**src/rtl/fpga_cfg_loader_if.sv**
```systemverilog
// Serial-in / configuration-write bus between the bitstream source and the
// fpga_cfg_loader. The master modport is the loader side, the slave modport
// is the source/fabric side.
//
// Handshake: sin is consumed only on a rising clk edge where sin_valid=1;
// there is no back-pressure, so the loader accepts every valid bit. cfg_we is
// a one-cycle strobe and cfg_addr/cfg_data are valid whenever it is high;
// the fabric must accept the write in that cycle.
interface fpga_cfg_loader_if #(
    parameter int ADDR_W = 4,
    parameter int WORD_W = 32
);
    logic              sin;
    logic              sin_valid;
    logic              cfg_clear;
    logic [ADDR_W-1:0] cfg_addr;
    logic [WORD_W-1:0] cfg_data;
    logic              cfg_we;
    logic              cfg_busy;
    logic              cfg_done;
    logic              cfg_err;

    modport master (
        input  sin, sin_valid, cfg_clear,
        output cfg_addr, cfg_data, cfg_we, cfg_busy, cfg_done, cfg_err
    );

    modport slave (
        output sin, sin_valid, cfg_clear,
        input  cfg_addr, cfg_data, cfg_we, cfg_busy, cfg_done, cfg_err
    );
endinterface

```
**src/rtl/fpga_cfg_loader.sv**
```systemverilog
// fpga_cfg_loader: deserialises the configuration bitstream into addressed
// words and writes them into the fabric's configuration space.
//
// Frame (MSB-first): SYNC[7:0] | addr[ADDR_W-1:0] | data[WORD_W-1:0] [| par]
// Define CFG_PARITY_EN to add a trailing parity bit; the XOR of the address,
// data and parity bits must then be 0, otherwise the frame is dropped and
// cfg_err is raised. Without the macro there is no parity bit and cfg_err
// only reports out-of-range addresses.
//
// dbg_state exposes the FSM encoding (0 HUNT, 1 ADDR, 2 DATA, 3 PAR).
module fpga_cfg_loader #(
    parameter int         WORD_W    = 32,
    parameter int         ADDR_W    = 4,
    parameter int         NUM_WORDS = 15,
    parameter logic [7:0] SYNC      = 8'hA5
) (
    input  logic                clk,
    input  logic                rst_n,
    fpga_cfg_loader_if.master   bus,
    output logic [1:0]          dbg_state
);

    typedef enum logic [1:0] {
        HUNT = 2'd0,
        ADDR = 2'd1,
        DATA = 2'd2,
        PAR  = 2'd3
    } state_t;

    localparam int                CNT_W     = $clog2(WORD_W + 1);
    localparam logic [CNT_W-1:0]  ADDR_LAST = CNT_W'(ADDR_W - 1);
    localparam logic [CNT_W-1:0]  DATA_LAST = CNT_W'(WORD_W - 1);
    localparam logic [ADDR_W:0]   NUM_LIM   = (ADDR_W + 1)'(NUM_WORDS);
    localparam logic [NUM_WORDS-1:0] ONE_HOT0 = {{(NUM_WORDS-1){1'b0}}, 1'b1};

    state_t                 state;
    logic [7:0]             win;
    logic [ADDR_W-1:0]      addr_sr;
    logic [WORD_W-1:0]      data_sr;
    logic [CNT_W-1:0]       bit_cnt;
    logic [NUM_WORDS-1:0]   loaded;

    logic [7:0]             win_next;
    logic                   sync_hit;
    logic [ADDR_W-1:0]      addr_next;
    logic [WORD_W-1:0]      data_next;
    logic                   addr_in_range;
    logic [NUM_WORDS-1:0]   loaded_next;

    logic                   commit_go;
    logic [WORD_W-1:0]      commit_word;
    logic                   frame_ok;

    assign win_next      = {win[6:0], bus.sin};
    assign sync_hit      = (win_next == SYNC);
    assign addr_next     = {addr_sr[ADDR_W-2:0], bus.sin};
    assign data_next     = {data_sr[WORD_W-2:0], bus.sin};
    assign addr_in_range = ({1'b0, addr_sr} < NUM_LIM);
    assign loaded_next   = loaded | (ONE_HOT0 << addr_sr);

    assign bus.cfg_busy  = (state != HUNT);
    assign dbg_state     = state;

    // Detect the edge that samples the last bit of a frame and decide what
    // word it carries and whether the frame is intact.
    always_comb begin
        commit_go   = 1'b0;
        commit_word = data_next;
        frame_ok    = 1'b1;
`ifdef CFG_PARITY_EN
        if (bus.sin_valid && state == PAR) begin
            commit_go   = 1'b1;
            commit_word = data_sr;
            frame_ok    = ~(^{addr_sr, data_sr, bus.sin});
        end
`else
        if (bus.sin_valid && state == DATA && bit_cnt == DATA_LAST) begin
            commit_go = 1'b1;
        end
`endif
    end

    // Frame FSM, shift registers, loaded mask and all registered outputs.
    always_ff @(posedge clk or negedge rst_n) begin
        if (!rst_n) begin
            state        <= HUNT;
            win          <= '0;
            addr_sr      <= '0;
            data_sr      <= '0;
            bit_cnt      <= '0;
            loaded       <= '0;
            bus.cfg_addr <= '0;
            bus.cfg_data <= '0;
            bus.cfg_we   <= 1'b0;
            bus.cfg_done <= 1'b0;
            bus.cfg_err  <= 1'b0;
        end else if (bus.cfg_clear) begin
            // cfg_addr/cfg_data deliberately keep the last written word.
            state        <= HUNT;
            win          <= '0;
            addr_sr      <= '0;
            data_sr      <= '0;
            bit_cnt      <= '0;
            loaded       <= '0;
            bus.cfg_we   <= 1'b0;
            bus.cfg_done <= 1'b0;
            bus.cfg_err  <= 1'b0;
        end else begin
            bus.cfg_we <= 1'b0;
            if (bus.sin_valid) begin
                case (state)
                    HUNT: begin
                        if (sync_hit) begin
                            state   <= ADDR;
                            win     <= '0;
                            bit_cnt <= '0;
                        end else begin
                            win <= win_next;
                        end
                    end
                    ADDR: begin
                        addr_sr <= addr_next;
                        if (bit_cnt == ADDR_LAST) begin
                            state   <= DATA;
                            bit_cnt <= '0;
                        end else begin
                            bit_cnt <= bit_cnt + 1'b1;
                        end
                    end
                    DATA: begin
                        data_sr <= data_next;
                        if (bit_cnt == DATA_LAST) begin
                            bit_cnt <= '0;
`ifdef CFG_PARITY_EN
                            state   <= PAR;
`else
                            state   <= HUNT;
`endif
                        end else begin
                            bit_cnt <= bit_cnt + 1'b1;
                        end
                    end
                    PAR: begin
                        state <= HUNT;
                    end
                    default: begin
                        state <= HUNT;
                    end
                endcase

                // Commit on the same edge that samples the final frame bit;
                // the window is already clear, so hunting resumes next bit.
                if (commit_go) begin
                    win <= '0;
                    if (!frame_ok || !addr_in_range) begin
                        bus.cfg_err <= 1'b1;
                    end else begin
                        bus.cfg_addr <= addr_sr;
                        bus.cfg_data <= commit_word;
                        bus.cfg_we   <= 1'b1;
                        loaded       <= loaded_next;
                        if (&loaded_next) begin
                            bus.cfg_done <= 1'b1;
                        end
                    end
                end
            end
        end
    end

endmodule

```
**src/flat_wrapper.sv**
```systemverilog
// flat-port wrapper written by rule: the top's interface ports become plain ports
module fpga_cfg_loader_flat 
#(
    parameter int         WORD_W    = 32,
    parameter int         ADDR_W    = 4,
    parameter int         NUM_WORDS = 15,
    parameter logic [7:0] SYNC      = 8'hA5
)
  (clk, rst_n, dbg_state, bus_sin, bus_sin_valid, bus_cfg_clear, bus_cfg_addr, bus_cfg_data, bus_cfg_we, bus_cfg_busy, bus_cfg_done, bus_cfg_err);
  fpga_cfg_loader_if #(.ADDR_W(ADDR_W), .WORD_W(WORD_W)) bus_i ();
  input  logic clk;
  input  logic rst_n;
  output logic [1:0] dbg_state;
  input wire logic [$bits(bus_i.sin)-1:0] bus_sin;
  input wire logic [$bits(bus_i.sin_valid)-1:0] bus_sin_valid;
  input wire logic [$bits(bus_i.cfg_clear)-1:0] bus_cfg_clear;
  output wire logic [$bits(bus_i.cfg_addr)-1:0] bus_cfg_addr;
  output wire logic [$bits(bus_i.cfg_data)-1:0] bus_cfg_data;
  output wire logic [$bits(bus_i.cfg_we)-1:0] bus_cfg_we;
  output wire logic [$bits(bus_i.cfg_busy)-1:0] bus_cfg_busy;
  output wire logic [$bits(bus_i.cfg_done)-1:0] bus_cfg_done;
  output wire logic [$bits(bus_i.cfg_err)-1:0] bus_cfg_err;
  assign bus_i.sin = bus_sin;
  assign bus_i.sin_valid = bus_sin_valid;
  assign bus_i.cfg_clear = bus_cfg_clear;
  assign bus_cfg_addr = bus_i.cfg_addr;
  assign bus_cfg_data = bus_i.cfg_data;
  assign bus_cfg_we = bus_i.cfg_we;
  assign bus_cfg_busy = bus_i.cfg_busy;
  assign bus_cfg_done = bus_i.cfg_done;
  assign bus_cfg_err = bus_i.cfg_err;
  fpga_cfg_loader #(.WORD_W(WORD_W), .ADDR_W(ADDR_W), .NUM_WORDS(NUM_WORDS), .SYNC(SYNC)) u_core (.clk(clk), .rst_n(rst_n), .bus(bus_i), .dbg_state(dbg_state));
endmodule
```
**config.mk**
```make
export PLATFORM = sky130hd
export DESIGN_NAME = fpga_cfg_loader_flat
export DESIGN_NICKNAME = d
export VERILOG_FILES = /design/src/rtl/fpga_cfg_loader_if.sv /design/src/rtl/fpga_cfg_loader.sv /design/src/flat_wrapper.sv
export SDC_FILE = /design/constraint.sdc
export NUM_CORES = 1
export LEC_CHECK = 0
export ABC_AREA = 1
export BUFFER_PORTS_ARGS = -buffer_cell sky130_fd_sc_hd__clkbuf_2
export CORE_ASPECT_RATIO = 0.8
export CORE_MARGIN = 8
export CORE_UTILIZATION = 30
export CTS_CLUSTER_SIZE = 28
export DETAILED_ROUTE_END_ITERATION = 6
export GPL_ROUTABILITY_DRIVEN = 0
export GPL_TIMING_DRIVEN = 0
export PLACE_DENSITY = 0.49
export SLEW_MARGIN = 20
export SYNTH_ARGS = -nofsm -noshare
export SYNTH_HDL_FRONTEND = slang
export SYNTH_SLANG_ARGS = --single-unit
```
**constraint.sdc**
```tcl
create_clock -name clk -period 2.1 [get_ports clk]
set_input_delay 0.42 -clock clk [delete_from_list [all_inputs] [get_ports clk]]
set_output_delay 0.42 -clock clk [all_outputs]
set_load 0.02 [all_outputs]
```
==> flow_summary.yaml <==
hold_path:
  hold_class: "in -> reg"
place:
  pre_cts_ws_ps: 201.0
  port_buffers: 45
  dp_hpwl_um: 8144
power:
  ir_worst_vdd_v: 0.0003727
  p_per_area_nw_per_um2: 805.8
  finalPower_mw: 4.586
  p_leak_nw: 2.731
synthesis:
  yosys_warnings: 0
  syn_avg_cell_area_um2: 9.193
  synthesis.nets: 538
  synthesis.instances: 527
  ys_ff_latch: 104
  syn-cell-area_um2: 4845
  seq_area_frac_synth: 0.5372
  yosysUniqueCellTypes: 26
clock_tree:
  root_buffer: "clkbuf_16"
  cts_tree: "done"
  clock_latency_ps: 350
  cts_buffer_depth: 2
  cts_setup_buffers: 0
  numCtsBuffers: 9
  clkSinkCount: 104
  clk_pin_slew_ps: 70
  htreeDepth: 3
floorplanning:
  die_h_um: 129.7
  core_area_um2: 15800
  dieArea_um2: 20500
  ios: 47
  start_util: 0.3066
  die_w_um: 158.1
  rows: 41
timing:
  clock_skew_ps: 7.288
  worst_slack_ps: 141.6
  finalSetupTns_ps: 0
  timing.fmax_mhz: 510.6
  tightest_slew_ps: 563.9
  report.final.slew_viol_count: 0
  setup_viol_count_final: 0
  finalCriticalPeriod_ps: 1958
  rsz0062_at_grt: "false"
  relSlewSlack: 0.6240
  hold_viol: 0
  finalCritPeriodShare: 0.9326
critical_path:
  end_kind: "primary output"
  worstPathMaxFanout: 5
  cp_data_arrival_time_ps: 1540
  r2r_slack_ps: 240
  cpPeakStageDelay_ps: 440
  start_kind: "flip-flop"
  required_ps: 1680
  cp_slowest_cell: "dfrtp_1"
  crit_type: "reg -> out"
  worstPathCellList: "inv_1 -> ha_1 -> inv_2 -> clkbuf_2"
cells_and_area:
  fin_nets: 596
  insertedDiodeCount: 0
  post-route-util: 0.3602
  drive_above_1_share: 0.2424
  syn_to_final_growth_pct: 17.48
drt:
  drt_wl_total_um: 11250
  firstDrtPassIters: 4
  vias: 3652
  drc: 0
  vias_per_cell: 4.537
  wl_per_cell_um: 13.98
  postRouteAntennaNets: 0
  detail_route.iter0.violations: 176
global_routing:
  antenna_found_initial: 0
  grt_pass1_vias: 3612
  grt_max_degree: 85
  grt_pass1_wl_um: 18930
  overflow: 0
  track_usage: 0.1181
outcome:
  status: "finished clean"
run:
  drv_cap: 0
==> registers in the layout (all words and copies together) (netlist names) <==
signal,count
u_core.bus.cfg_data,32
u_core.data_sr,31
u_core.loaded,15
u_core.win,7
u_core.bit_cnt,6
u_core.addr_sr,4
u_core.bus.cfg_addr,4
u_core.dbg_state,2
u_core.bus.cfg_done,1
u_core.bus.cfg_err,1
u_core.bus.cfg_we,1
==> worst paths after layout <==
check | startpoint | endpoint | cells after the start
max in group asynchronous | rst_n | u_core.win[4] | 3
worst min-delay path | bus_sin | u_core.bus.cfg_data[0] | 3
worst max-delay path | u_core.dbg_state[0] | bus_cfg_busy | 4
min in group asynchronous | rst_n | u_core.bus.cfg_data[11] | 2
worst min register to register | u_core.win[6] | u_core.win[6] | 2
worst max register to register | u_core.dbg_state[0] | u_core.bit_cnt[3] | 10
==> layout make-up <==
type                            instances  area, µm²
Fill cell                            1671      10110
Sequential cell                       104       2603
Multi-Input combinational cell        323       1805
Inverter                               76      285.3
Timing Repair Buffer                   47      271.5
Tap cell                              215      269.0
Clock buffer                            9      225.2
Buffer                                 24      153.9
Clock inverter                          7      78.83
==> worst max-delay path: cells and delay by family (launching register included) <==
kind,cells,cell delay (ps)
fa+ha+maj,1,300
buf+inv,3,440
flops,1,440
==> layer usage <==
layer / global-route usage / vias up / wire (µm)
met4: 0.03320 / 0 / 125
met5: 0 / - / 0
met2: 0.1722 / 60 / 4747
li1: - / 1830 / -
met1: 0.1656 / 1754 / 5860
met3: 0.03627 / 8 / 516
==> timing repair <==
| item | CTS | global route |
|---|---|---|
| hold buffers | 1 | 0 |
| hold endpoints to repair | 20 | 0 |
| gates resized for setup | 0 | 2 |
| endpoints found under the setup margin | 0 | 5 |
==> through the flow <==
| step | hold slack [ps] | cell area (µm²) | instances |
|---|---|---|---|
| floorplan | 124.4 | 4845 | 527 |
| global placement | 458.8 | 5339 | 787 |
| detailed placement | 300.1 | 5375 | 788 |
| CTS | 395.7 | 5689 | 805 |
| global route | 389.2 | 5692 | 805 |
| finish | 402.8 | 5692 | 805 |
==> placed cells by master, fill, tap and decap left out, types with 3 or more instances in the layout <==
cell type  instances
a21oi_1            3
buf_2              9
buf_6              7
clkbuf_1           8
clkbuf_16          9
clkbuf_2          44
dfrtp_1          104
ha_1               5
inv_1             69
inv_2              5
nand2_1          105
nand2_2            9
nand2_4            4
nand3_1           59
nand4_1           12
nor2_1            23
o21ai_0           50
o21ai_2           28
o22ai_2           14
==> cells in the mapped netlist (all sizes together) <==
cell / number / area share
inv: 74 / 0.057
a31oi: 1 / 0.0013
ha: 6 / 0.015
nand4: 12 / 0.015
clkbuf: 8 / 0.0062
a21oi: 3 / 0.0031
o211ai: 1 / 0.0016
clkinv: 2 / 0.0016
o22ai: 14 / 0.036
nand3b: 1 / 0.0016
nand2: 118 / 0.10
buf: 16 / 0.026
o21ai: 78 / 0.10
o21bai: 1 / 0.0016
dfrtp: 104 / 0.54
nand3: 61 / 0.065
nor2: 25 / 0.024
nor3: 2 / 0.0021
==> cell families (layout without fill, tap and decap cells) <==
logic type               count (synthesis)  after routing  synth area share
AND/OR/NAND/NOR                        219            219            0.2107
flip-flops                             104            104            0.5372
buffers and inverters                  100            163           0.09065
AO/OA/AOI/OAI                           98             98            0.1459
adder cells (fa/ha/maj)                  6              6           0.01550
==> where the power goes <==
group / internal [mW] / switching (mW)
clock: 0.937 / 0.771
combinational: 0.199 / 0.575
sequential: 2.05 / 0.0497
total: 3.19 / 1.40
(Power assumes the default switching activity.)
